[src/rtl/servo_bank.sv]
`default_nettype none
// ============================================================================
// servo_bank : multi-channel jog/home servo controller, shared-counter PWM
// Rev 1.0
// ============================================================================
module servo_bank #(
    parameter int N_CH       = 3,
    parameter int POS_W      = 8,
    parameter int HOME_POS   = 128,
    parameter int PERIOD_CYC = 1_000_000,
    parameter int MIN_CYC    = 50_000,
    parameter int SCALE      = 196,
    parameter int STEP_DIV   = 500_000
) (
    input  logic                                      clk,
    input  logic                                      rst,
    input  logic                                      btn_up,
    input  logic                                      btn_down,
    input  logic                                      home,
    input  logic [((N_CH > 1) ? $clog2(N_CH) : 1)-1:0] sel,
    output logic [N_CH*POS_W-1:0]                     pos,
    output logic [N_CH-1:0]                           servo_pulse,
    output logic                                      homing
);

    localparam int SEL_W  = (N_CH > 1) ? $clog2(N_CH) : 1;
    localparam int CNT_W  = $clog2(PERIOD_CYC) + 1;
    localparam int TICK_W = (STEP_DIV > 1) ? $clog2(STEP_DIV) : 1;
    localparam logic [POS_W-1:0] POS_MAX  = '1;
    localparam logic [POS_W-1:0] POS_HOME = POS_W'(HOME_POS);
    localparam logic [CNT_W-1:0] PER_LAST = CNT_W'(PERIOD_CYC - 1);
    localparam logic [TICK_W-1:0] TICK_LAST = TICK_W'(STEP_DIV - 1);

    generate
        if (MIN_CYC + ((2 ** POS_W) - 1) * SCALE >= PERIOD_CYC) begin : g_bad_params
            $error("servo_bank: MIN_CYC + (2**POS_W-1)*SCALE must be below PERIOD_CYC");
        end
    endgenerate

    typedef enum logic [0:0] {
        IDLE   = 1'b0,
        HOMING = 1'b1
    } state_t;

    state_t            state;
    logic              up_s1, up_s2, dn_s1, dn_s2;
    logic              home_s1, home_s2, home_d;
    logic              home_rise;
    logic              jog_up, jog_dn;
    logic [TICK_W-1:0] tick_cnt;
    logic              tick;
    logic [POS_W-1:0]  pos_q      [N_CH];
    logic [POS_W-1:0]  home_step  [N_CH];
    logic              all_home_next;
    logic [CNT_W-1:0]  period_cnt;
    logic [CNT_W-1:0]  width_q    [N_CH];
    logic [CNT_W-1:0]  width_new  [N_CH];

    always_ff @(posedge clk) begin
        if (rst) begin
            up_s1   <= 1'b0;
            up_s2   <= 1'b0;
            dn_s1   <= 1'b0;
            dn_s2   <= 1'b0;
            home_s1 <= 1'b0;
            home_s2 <= 1'b0;
            home_d  <= 1'b0;
        end else begin
            up_s1   <= btn_up;
            up_s2   <= up_s1;
            dn_s1   <= btn_down;
            dn_s2   <= dn_s1;
            home_s1 <= home;
            home_s2 <= home_s1;
            home_d  <= home_s2;
        end
    end

    assign home_rise = home_s2 & ~home_d;
    // Pressing both buttons together cancels out.
    assign jog_up    = up_s2 & ~dn_s2;
    assign jog_dn    = dn_s2 & ~up_s2;
    assign tick      = (tick_cnt == TICK_LAST);

    always_ff @(posedge clk) begin
        if (rst || tick) begin
            tick_cnt <= '0;
        end else begin
            tick_cnt <= tick_cnt + TICK_W'(1);
        end
    end

    always_comb begin
        all_home_next = 1'b1;
        for (int i = 0; i < N_CH; i++) begin
            home_step[i] = pos_q[i];
            if (pos_q[i] < POS_HOME) begin
                home_step[i] = pos_q[i] + 1'b1;
            end else if (pos_q[i] > POS_HOME) begin
                home_step[i] = pos_q[i] - 1'b1;
            end
            if (home_step[i] != POS_HOME) begin
                all_home_next = 1'b0;
            end
        end
    end

    always_ff @(posedge clk) begin
        if (rst) begin
            state  <= IDLE;
            homing <= 1'b0;
            for (int i = 0; i < N_CH; i++) begin
                pos_q[i] <= POS_HOME;
            end
        end else begin
            case (state)
                IDLE: begin
                    if (home_rise) begin
                        state  <= HOMING;
                        homing <= 1'b1;
                    end else if (tick) begin
                        for (int i = 0; i < N_CH; i++) begin
                            if (sel == SEL_W'(i)) begin
                                if (jog_up && (pos_q[i] != POS_MAX)) begin
                                    pos_q[i] <= pos_q[i] + 1'b1;
                                end else if (jog_dn && (pos_q[i] != '0)) begin
                                    pos_q[i] <= pos_q[i] - 1'b1;
                                end
                            end
                        end
                    end
                end
                HOMING: begin
                    if (tick) begin
                        for (int i = 0; i < N_CH; i++) begin
                            pos_q[i] <= home_step[i];
                        end
                        if (all_home_next) begin
                            state  <= IDLE;
                            homing <= 1'b0;
                        end
                    end
                end
                default: begin
                    state  <= IDLE;
                    homing <= 1'b0;
                end
            endcase
        end
    end

    always_comb begin
        pos = '0;
        for (int i = 0; i < N_CH; i++) begin
            pos[i*POS_W +: POS_W] = pos_q[i];
            width_new[i] = CNT_W'(MIN_CYC) + CNT_W'(pos_q[i]) * CNT_W'(SCALE);
        end
    end

    // Width is captured once per period so a mid-period jog never reshapes a pulse;
    // at count 0 the freshly computed width drives the first high cycle directly.
    always_ff @(posedge clk) begin
        if (rst) begin
            period_cnt  <= '0;
            servo_pulse <= '0;
            for (int i = 0; i < N_CH; i++) begin
                width_q[i] <= '0;
            end
        end else begin
            period_cnt <= (period_cnt == PER_LAST) ? '0 : period_cnt + CNT_W'(1);
            for (int i = 0; i < N_CH; i++) begin
                if (period_cnt == '0) begin
                    width_q[i]     <= width_new[i];
                    servo_pulse[i] <= (width_new[i] != '0);
                end else begin
                    servo_pulse[i] <= (period_cnt < width_q[i]);
                end
            end
        end
    end

endmodule
`default_nettype wire

[config.mk]
export PLATFORM = sky130hd
export DESIGN_NAME = servo_bank
export DESIGN_NICKNAME = d
export VERILOG_FILES = /design/src/rtl/servo_bank.sv
export SDC_FILE = /design/constraint.sdc
export NUM_CORES = 1
export LEC_CHECK = 0
export ABC_AREA = 1
export BUFFER_PORTS_ARGS = -buffer_cell sky130_fd_sc_hd__buf_2
export CAP_MARGIN = 20
export CORE_MARGIN = 3
export CORE_UTILIZATION = 50
export CTS_CLUSTER_DIAMETER = 60
export DETAILED_ROUTE_END_ITERATION = 12
export GPL_ROUTABILITY_DRIVEN = 0
export PLACE_DENSITY_LB_ADDON = 0.25
export SLEW_MARGIN = 20
export SYNTH_ARGS = -nofsm -noshare
export SYNTH_HDL_FRONTEND = slang
export SYNTH_SLANG_ARGS = --single-unit
export TNS_END_PERCENT = 10
[constraint.sdc]
create_clock -name clk -period 4.7 [get_ports clk]
set_input_delay 0.94 -clock clk [delete_from_list [all_inputs] [get_ports clk]]
set_output_delay 0.94 -clock clk [all_outputs]
set_load 0.01 [all_outputs]
==> impl_metrics.env, run 1 <==
export IMPL_outcome="complete, no violations"
export IMPL_drive_gt1_share_pct=7.36
export IMPL_p_int_mw=2.50
export IMPL_clk_pin_slew_ns=0.06
export IMPL_fp_dieW_um=149
export IMPL_diodes=0
export IMPL_hold_buffers=0
export IMPL_ioPinCount=35
export IMPL_drt_iter0_markers=594
export IMPL_start_kind="flip-flop"
export IMPL_rows=51
export IMPL_final_period_utilization_pct=81.0
export IMPL_cts_buffers=17
export IMPL_cts_root_buf="clkbuf_16"
export IMPL_vias=8929
export IMPL_grt_max_degree=28
export IMPL_critical_path_class="reg2reg"
export IMPL_power_total_mw=3.65
export IMPL_cts_sinks=121
export IMPL_power_leakage_nw=5.47
export IMPL_cp_required_ns=4.87
export IMPL_p_sw_mw=1.15
export IMPL_max_clock_freq_mhz=263
export IMPL_fin_setup_tns_ns=0
export IMPL_avgSynthCellArea_um2=7.64
export IMPL_grt_pass1_wl_mm=40.6
export IMPL_peakVddDrop_mv=0.274
export IMPL_clk_latency_ns=0.42
export IMPL_nets=1566
export IMPL_synth_top_area_share_pct=20.3
export IMPL_clock_skew_ns=0.00975
export IMPL_cp_top_family="adder cells"
export IMPL_r2r_slack_ns=0.89
export IMPL_critical_path_arrival_ns=3.98
export IMPL_portBuffers=34
export IMPL_final_area_mm2=0.0114
export IMPL_grt_overflow=0
export IMPL_firstDrtPassIters=5
export IMPL_fp_dieArea_mm2=0.0223
export IMPL_die_y_um=149
export IMPL_synth_fp_nets=1525
export IMPL_netlist_area_mm2=0.0103
export IMPL_antenna_found_initial=0
export IMPL_synth_warnings=0
export IMPL_cp_cell_sequence="clkinv_1 -> fa_1 -> inv_1 -> ha_1 -> inv_1 -> fa_1 -> nand3b_1 -> nand2_1 -> nand2_1 -> a21oi_1 -> xor2_1 -> nand2_1 -> o21ai_0 -> inv_1"
export IMPL_power_frac_seq_pct=35.4
export IMPL_swShare_pct=31.5
export IMPL_drc=0
export IMPL_start_util_pct=51.8
export IMPL_grt_pass1_vias=8478
export IMPL_cts_tree="yes"
export IMPL_crit_path_max_incr_delay_ns=0.63
export IMPL_vias_per_cell=5.37
export IMPL_max_cap_viol_count=0
export IMPL_slowest_stage="fa_1"
export IMPL_wirelength_mm=24.6
export IMPL_grtUsageTotal_pct=22.6
export IMPL_dpl_hpwl_mm=18.6
export IMPL_worst_hold_slack_ns=0.402
export IMPL_ys_ff_latch=121
export IMPL_ys_seq_area_share_pct=30.3
export IMPL_ant_nets=0
export IMPL_yosysMostFrequentCell="nand2_1"
export IMPL_critPathBufInv=4
export IMPL_clockPowerShare_pct=38.3
export IMPL_placed_area_mm2=0.0107
export IMPL_clock_path_buffers=2
export IMPL_synth_cells=1345
export IMPL_rsz0062_at_grt="no"
export IMPL_tightest_slew_ns=0.695
export IMPL_p_comb_share_pct=26.4
export IMPL_area_delta_synth_final_pct=10.7
export IMPL_maxSlewHeadroom_pct=53.5
export IMPL_finalHoldViolCount=0
export IMPL_ys_top_cells_by_count="nand2_1, inv_1, ha_1"
export IMPL_wl_per_cell_um=14.8
export IMPL_postCtsSetupBuffers=0
export IMPL_cp_end_kind="flip-flop"
export IMPL_cts_resized=0
export IMPL_path_max_fanout=13
export IMPL_setup_viol=0
export IMPL_hold_class="reg2reg"
export IMPL_synthFlopType="edfxtp_1"
export IMPL_synth_area_leaders="ha_1, edfxtp_1, dfxtp_1, nand2_1, inv_1"
export IMPL_core_area_mm2=0.0198
export IMPL_synth_top_cell_by_area="ha_1"
export IMPL_synth_edf_count=69
export IMPL_htreeDepth=4
export IMPL_async_reset_ff_share_pct=0
export IMPL_power_density_mw_per_mm2=321
export IMPL_slew_violations=0
export IMPL_yosysUniqueCellTypes=48
export IMPL_finalCriticalPeriod_ns=3.81
## final timing paths
kind               startpoint  cells after the start        endpoint
hold reg to reg         up_s1                      2           up_s2
setup / recovery  pos_q[0][7]                     14  width_q[0][16]
setup reg to reg  pos_q[0][7]                     14  width_q[0][16]
hold / removal          up_s1                      2           up_s2
## placed cells by master, fill, tap and decap left out, drive strengths merged, types with 25 or more instances in the layout
cell type / count
nand2: 281
inv: 199
ha: 167
nor2: 146
nand3: 111
edfxtp: 69
a21oi: 56
dfxtp: 52
o21ai: 49
buf: 43
xor2: 38
nand4: 29
nor3: 26
clkbuf: 25
## registers in the layout, summed over array words and instances, names as in the netlist, 3 cells and up
signal	count
width_q	45
tick_cnt	19
pos_q	24
servo_pulse	3
period_cnt	21
## cell type report
| cell class | count | area (µm²) |
|---|---|---|
| clock buffers | 25 | 572 |
| clock inverters | 7 | 70.1 |
| fillers | 1834 | 8460 |
| inverters | 202 | 761 |
| multi-input cells | 1001 | 6300 |
| flip-flops and latches | 121 | 3110 |
| well taps | 265 | 332 |
| repair buffers | 43 | 238 |
## cell families after synthesis
| family | count (synthesis) | share of synthesized area, % |
|---|---|---|
| fa+ha+maj | 173 | 21.5 |
| xor+xnor | 51 | 4.34 |
| simple gates | 623 | 26.6 |
| flops | 121 | 30.3 |
| mux | 3 | 0.292 |
| buf+inv | 223 | 8.49 |
| compound gates | 151 | 8.52 |
## routing by layer
| metal | vias to the layer above | part of all wire (%) | global-route usage, % |
|---|---|---|---|
| li1 | 4543 | - | - |
| met1 | 4155 | 47 | 29.9 |
| met2 | 204 | 47 | 38.3 |
| met3 | 27 | 4.4 | 3.92 |
| met4 | 0 | 1.5 | 6.09 |
| met5 | - | 0 | 0 |
## power groups by stage
stage / sequential, mW / combinational (mW) / clock, mW
global placement: 1.31 / 0.932 / 0
global route: 1.30 / 1.11 / 1.46
finish: 1.29 / 0.962 / 1.40
detailed placement: 1.31 / 0.951 / 0
CTS: 1.29 / 0.963 / 1.41
floorplan: 1.30 / 0.738 / 0
## metrics by stage
step | setup slack [ns] | util [%] | std cells
after global routing | 0.577 | 57.4 | 1664
after CTS | 0.927 | 57.4 | 1664
after detailed placement | 0.950 | 54.1 | 1632
final | 0.893 | 57.4 | 1664
after global placement | 0.985 | 54.1 | 1632
after floorplan | 1.23 | - | 1345
## worst reg2reg max path, stage by stage (launching register included)
cell,delay (ns)
edfxtp_1,0.61
clkinv_1,0.42
fa_1,0.63
inv_1,0.04
ha_1,0.29
inv_1,0.06
fa_1,0.44
nand3b_1,0.19
nand2_1,0.08
nand2_1,0.06
a21oi_1,0.16
xor2_1,0.28
nand2_1,0.11
o21ai_0,0.15
inv_1,0.05
(Power assumes the default switching activity.)
==> run 2: changes to the inputs <==
- ABC_AREA: 1 -> 0
- clock period: 4.7 -> 3.4 ns (I/O delays scaled with it)
==> run 2 against run 1 <==
  * The flow now finishes with violations (setup timing)
  * Global-route usage rose by 0.68 points
  * Largest cell class unchanged
  * Register-to-register slack got worse by 0.93 ns
  * Worst setup slack got worse by 0.93 ns
  * Clock-buffer cell count fell by 3
  * Sequential cell count did not move
  * Cell count fell by 9.6%
  * Non-clock buffer count rose by 95
  * Sequential power rose by 36%
==> impl_metrics.env, run 2 <==
export IMPL_cts_buffers=17
export IMPL_slew_violations=0
export IMPL_wirelength_mm=25.8
export IMPL_synth_fp_nets=1282
export IMPL_place_inst=1466
export IMPL_power_frac_seq_pct=33.2
export IMPL_max_clock_freq_mhz=291
export IMPL_dr_max_layer_used="met4"
export IMPL_rsz0062_at_grt="yes"
export IMPL_final_period_utilization_pct=101
export IMPL_layout_commonest_cell="ha_1"
export IMPL_fp_dieArea_mm2=0.0221
export IMPL_hold_class="reg2reg"
export IMPL_regMostFlops="width_q"
export IMPL_synth_top_area_share_pct=20.5
export IMPL_firstDrtPassIters=5
export IMPL_grt_pass1_vias=8365
export IMPL_dpl_hpwl_mm=19.1
export IMPL_violations="setup timing"
export IMPL_max_cap_viol_count=0
export IMPL_nFillCells=1631
export IMPL_drc=0
export IMPL_final_area_mm2=0.0123
export IMPL_finalHoldViolCount=0
export IMPL_vias=8517
export IMPL_htreeDepth=4
export IMPL_area_delta_synth_final_pct=21.0
export IMPL_met1_length_mm=11.7
export IMPL_avgSynthCellArea_um2=9.25
export IMPL_antenna_found_initial=0
export IMPL_maxSlewHeadroom_pct=39.9
export IMPL_grt_pass1_wl_mm=41.6
export IMPL_synth_edf_count=69
export IMPL_outcome="complete, but fails checks"
export IMPL_synthFlopType="edfxtp_1"
export IMPL_ys_ff_latch=121
export IMPL_clock_path_buffers=2
export IMPL_finalCriticalPeriod_ns=3.43
export IMPL_die_y_um=149
export IMPL_dr_wl_met2_mm=12.0
export IMPL_grtUsageTotal_pct=23.3
export IMPL_setup_viol=1
export IMPL_synth_area_leaders="ha_1, edfxtp_1, dfxtp_1, xnor2_1, nor2_1"
export IMPL_ys_seq_area_share_pct=30.5
export IMPL_grt_overflow=0
export IMPL_nets=1407
export IMPL_path_max_fanout=4
export IMPL_yosysUniqueCellTypes=81
export IMPL_cts_root_buf="clkbuf_16"
export IMPL_fin_setup_tns_ns=-0.0339
export IMPL_cp_end_kind="flip-flop"
export IMPL_tightest_slew_ns=0.895
export IMPL_fin_cells=1505
export IMPL_final_cell_mix="ha_1, nor2_1, buf_4"
export IMPL_power_leakage_nw=5.49
export IMPL_clockPowerShare_pct=36.2
export IMPL_rows=51
export IMPL_wl_met3_mm=1.09
export IMPL_p_sw_mw=1.60
export IMPL_ant_nets=0
export IMPL_p_comb_share_pct=30.7
export IMPL_core_area_mm2=0.0197
export IMPL_critical_path_class="reg2reg"
export IMPL_peakVddDrop_mv=0.363
export IMPL_place_ws_ns=-0.210
export IMPL_start_util_pct=51.7
export IMPL_biggestRegsByFlops="width_q: 45 flops, pos_q: 24 flops, period_cnt: 21 flops"
export IMPL_placed_area_mm2=0.0113
export IMPL_swShare_pct=30.2
export IMPL_clock_skew_ns=0.0144
export IMPL_yosysMostFrequentCell="ha_1"
export IMPL_fin_ws_ns=-0.0339
export IMPL_clk_pin_slew_ns=0.06
export IMPL_synth_warnings=0
export IMPL_grt_max_degree=46
export IMPL_ys_top_cells_by_count="ha_1, nor2_1, inv_1"
export IMPL_fp_dieW_um=149
export IMPL_clk_latency_ns=0.43
export IMPL_synth_cells=1102
export IMPL_vias_per_cell=5.66
export IMPL_wl_per_cell_um=17.1
export IMPL_async_reset_ff_share_pct=0
export IMPL_start_kind="flip-flop"
export IMPL_cts_tree="yes"
export IMPL_r2r_slack_ns=-0.03
export IMPL_p_int_mw=3.70
export IMPL_diodes=0
export IMPL_netlist_area_mm2=0.0102
export IMPL_cts_sinks=121
export IMPL_critical_path_arrival_ns=3.60
export IMPL_ioPinCount=35
export IMPL_power_density_mw_per_mm2=430
export IMPL_drt_iter0_markers=437
export IMPL_synth_top_cell_by_area="ha_1"
export IMPL_largest_register_ffs=45
export IMPL_portBuffers=34
export IMPL_cp_required_ns=3.56
export IMPL_postLayoutCoreUtil_pct=62.6
export IMPL_drive_gt1_share_pct=21.1
==> run 2: what timing repair did <==
action,CTS,global route
endpoints found under the setup margin,13,15
pin swaps,22,18
setup buffers,4,3
hold buffers,0,0
resized for setup,52,34
==> run 2: worst max-delay path: stages (launching register included) <==
cell	delay [ns]
edfxtp_1	0.42
inv_2	0.15
ha_4	0.23
xor2_2	0.14
ha_1	0.29
ha_1	0.29
ha_2	0.18
inv_2	0.04
fa_2	0.36
nor2b_1	0.12
o21ai_1	0.08
a21boi_1	0.20
buf_4	0.15
nor2_2	0.05
and4_1	0.23
nor3_2	0.18
nor3_1	0.07
==> run 2: area by class of cell <==
type	instances	area (µm²)	area share, %
clock buffers	22	539	4.37
well taps	265	332	2.69
inverters	103	387	3.13
repair buffers	138	966	7.83
flip-flops and latches	121	3110	25.2
clock inverters	10	98.8	0.801
multi-input cells	846	6910	56.0
==> run 2: kinds of logic (layout without fill, tap and decap cells) <==
kind of cell / after synthesis / after routing / share of synthesized area (%)
buffers and inverters: 135 / 273 / 5.56
muxes: 9 / 9 / 0.884
AOI/OAI and AO/OA: 209 / 209 / 14.4
DFF: 121 / 121 / 30.5
xor gates and xnor gates: 107 / 107 / 9.19
and+or+nand+nor: 348 / 348 / 17.8
adders and majority gates: 173 / 173 / 21.7
==> run 2: stage by stage <==
step	total power [mW]	hold slack, ns
finish	5.30	0.440
global route	5.58	0.460
CTS	5.23	0.444
detailed placement	3.21	0.430
global placement	3.18	0.418
floorplan	2.75	0.414
==> run 2: routing by layer <==
metal / up-vias / track usage (%)
met3: 69 / 4.13
li1: 4200 / -
met2: 230 / 37.4
met5: - / 0
met4: 0 / 10.8
met1: 4018 / 30.6
==> run 2: path summary, 6_finish.rpt <==
path                start             end  depth (start not counted)
min reg2reg         up_s1           up_s2                          1
max          pos_q[0][10]  width_q[0][32]                         16
max reg2reg  pos_q[0][10]  width_q[0][32]                         16
min                 up_s1           up_s2                          1
==> run 2: power by group through the flow <==
stage               Clock [mW]  Sequential [mW]  Combinational (mW)
CTS                       1.95             1.76                1.52
global placement             0             1.78                1.39
global route              2.00             1.77                1.80
floorplan                    0             1.80               0.949
detailed placement           0             1.79                1.42
finish                    1.92             1.76                1.62
==> run 3: changes to the inputs <==
- CORE_MARGIN: 3 -> 5
- clock period: 3.4 -> 2.85 ns (I/O delays scaled with it)
==> run 3 against run 2 <==
  * The flow still finishes with violations (setup timing)
  * Sequential cell count is the same
  * Largest power group unchanged
  * Cell count rose by 5.1%
  * First-iteration DRC count up 4.8%
  * Critical path type unchanged
  * Wire length decreased by 0.21%
  * Critical path depth decreased by 2
  * Sequential power is 19% higher
  * Fmax fell by 0.37%
  * Clock-buffer cell count stayed put
  * Combinational power up 33%
==> impl_metrics.env, run 3 (same netlist as run 2, synthesis figures left out) <==
export IMPL_drt_iter0_markers=458
export IMPL_regMostFlops="width_q"
export IMPL_nets=1479
export IMPL_cts_sinks=121
export IMPL_rr_startpoint="pos_q[0][10]"
export IMPL_place_inst=1538
export IMPL_critical_path_arrival_ns=3.62
export IMPL_biggestRegsByFlops="width_q: 45 flops, pos_q: 24 flops, period_cnt: 21 flops"
export IMPL_max_cap_viol_count=0
export IMPL_maxSlewHeadroom_pct=37.6
export IMPL_multi_input_area_mm2=0.00702
export IMPL_diodes=0
export IMPL_clk_latency_ns=0.43
export IMPL_fin_cells=1582
export IMPL_portBuffers=34
export IMPL_largest_register_ffs=45
export IMPL_fp_dieArea_mm2=0.0233
export IMPL_cp_required_ns=3.02
export IMPL_layout_commonest_cell="buf_4"
export IMPL_cp_top_family="adder cells"
export IMPL_slowest_stage="fa_1"
export IMPL_place_ws_ns=-0.776
export IMPL_cp_end_kind="flip-flop"
export IMPL_crit_path_max_incr_delay_ns=0.52
export IMPL_grtUsageTotal_pct=22.0
export IMPL_violations="setup timing"
export IMPL_cts_tree="yes"
export IMPL_tightest_slew_ns=0.935
export IMPL_setup_viol=21
export IMPL_clock_path_buffers=2
export IMPL_htreeDepth=4
export IMPL_grt_max_degree=46
export IMPL_r2r_slack_ns=-0.60
export IMPL_regArea_mm2=0.00311
export IMPL_final_cell_mix="buf_4, ha_1, nor2_1"
export IMPL_drc=0
export IMPL_start_util_pct=50.6
export IMPL_die_y_um=153
export IMPL_critical_path_class="reg2reg"
export IMPL_firstDrtPassIters=5
export IMPL_nFillCells=1658
export IMPL_finalHoldViolCount=0
export IMPL_clock_skew_ns=0.0104
export IMPL_max_clock_freq_mhz=290
export IMPL_ant_nets=0
export IMPL_ioPinCount=35
export IMPL_cts_buffers=17
export IMPL_vias=8693
export IMPL_fin_ws_ns=-0.597
export IMPL_area_delta_synth_final_pct=27.7
export IMPL_slew_violations=0
export IMPL_wirelength_mm=25.7
export IMPL_grt_overflow=0
export IMPL_clk_pin_slew_ns=0.06
export IMPL_hold_buffers=0
export IMPL_outcome="complete, but fails checks"
export IMPL_min_from="btn_down"
export IMPL_final_period_utilization_pct=121
export IMPL_drive_gt1_share_pct=26.7
export IMPL_grt_pass1_wl_mm=42.7
export IMPL_wl_per_cell_um=16.3
export IMPL_rows=52
export IMPL_cp_cell_sequence="inv_2 -> ha_4 -> inv_2 -> fa_1 -> inv_2 -> ha_4 -> ha_4 -> a21o_1 -> a211o_1 -> a2111oi_4 -> nor2_2 -> xnor2_2 -> o21a_1 -> nor3_2"
export IMPL_rsz0062_at_grt="yes"
export IMPL_cts_root_buf="clkbuf_16"
export IMPL_critPathBufInv=3
export IMPL_path_max_fanout=3
export IMPL_finalCriticalPeriod_ns=3.45
export IMPL_holdPathEnd="dn_s1"
export IMPL_ff2ff_path_depth=14
export IMPL_hold_class="in2reg"
export IMPL_peakVddDrop_mv=0.437
export IMPL_vias_per_cell=5.49
export IMPL_dpl_hpwl_mm=19.0
export IMPL_hold_depth=2
export IMPL_worst_hold_slack_ns=0.355
export IMPL_grt_pass1_vias=8629
export IMPL_worstReg2RegEnd="width_q[0][32]"
export IMPL_fp_dieW_um=153
export IMPL_postLayoutCoreUtil_pct=64.5
export IMPL_core_area_mm2=0.0202
export IMPL_power_leakage_nw=5.87
export IMPL_antenna_found_initial=0
export IMPL_power_density_mw_per_mm2=505
export IMPL_start_kind="flip-flop"
run 3: area by class of cell:
class                   instances  share of cell area, %
flip-flops and latches        121                   23.9
clock inverters                10                  0.730
multi-input cells             846                   53.9
well taps                     270                   2.60
clock buffers                  22                   4.23
inverters                     103                   2.97
repair buffers                210                   11.7
run 3: metrics by stage:
| step | setup TNS (ns) | power (mW) | instance area (µm²) |
|---|---|---|---|
| floorplan | -10.27 | 3.28 | 10200 |
| global placement | -9.29 | 3.94 | 11800 |
| detailed placement | -10.21 | 3.97 | 11800 |
| CTS | -7.63 | 6.47 | 12800 |
| global route | -11.12 | 6.95 | 13000 |
| finish | -7.82 | 6.57 | 13000 |
run 3: power breakdown:
part           total, mW  switching, mW  internal (mW)  leakage [nW]
clock               2.32          0.849           1.47         0.323
sequential          2.10         0.0559           2.04          1.16
combinational       2.15           1.05           1.11          4.39
run 3: worst max path at each step:
stage	start	end	cells after the start
2_1_floorplan	pos_q[0][10]	width_q[0][32]	14
6_report	pos_q[0][10]	width_q[0][32]	14
4_1_cts	pos_q[0][10]	width_q[0][32]	14
3_3_place_gp	pos_q[0][10]	width_q[0][32]	14
5_1_grt	pos_q[0][10]	width_q[0][32]	14
3_5_place_dp	pos_q[0][10]	width_q[0][32]	14
run 3: worst register-to-register path, stage by stage (launching register included):
cell and delay [ns]:
edfxtp_1 0.39, inv_2 0.09, ha_4 0.27, inv_2 0.03
fa_1 0.52, inv_2 0.06, ha_4 0.25, ha_4 0.23
a21o_1 0.16, a211o_1 0.36, a2111oi_4 0.33, nor2_2 0.08
xnor2_2 0.21, o21a_1 0.18, nor3_2 0.04
run 3: what timing repair did:
action	4_1_cts	5_1_grt
buffers inserted	11	1
endpoints found under the hold margin	0	0
endpoints found under the setup margin	23	32
pin swaps	27	17
gates resized for setup	62	49
run 3: routing by layer:
metal | part of all wire (%) | up-vias | track usage [%]
met1 | 45 | 4063 | 28.9
met2 | 47 | 211 | 36.0
met3 | 4.5 | 65 | 3.75
met4 | 3.4 | 0 | 9.42
met5 | 0 | - | 0
li1 | - | 4354 | -
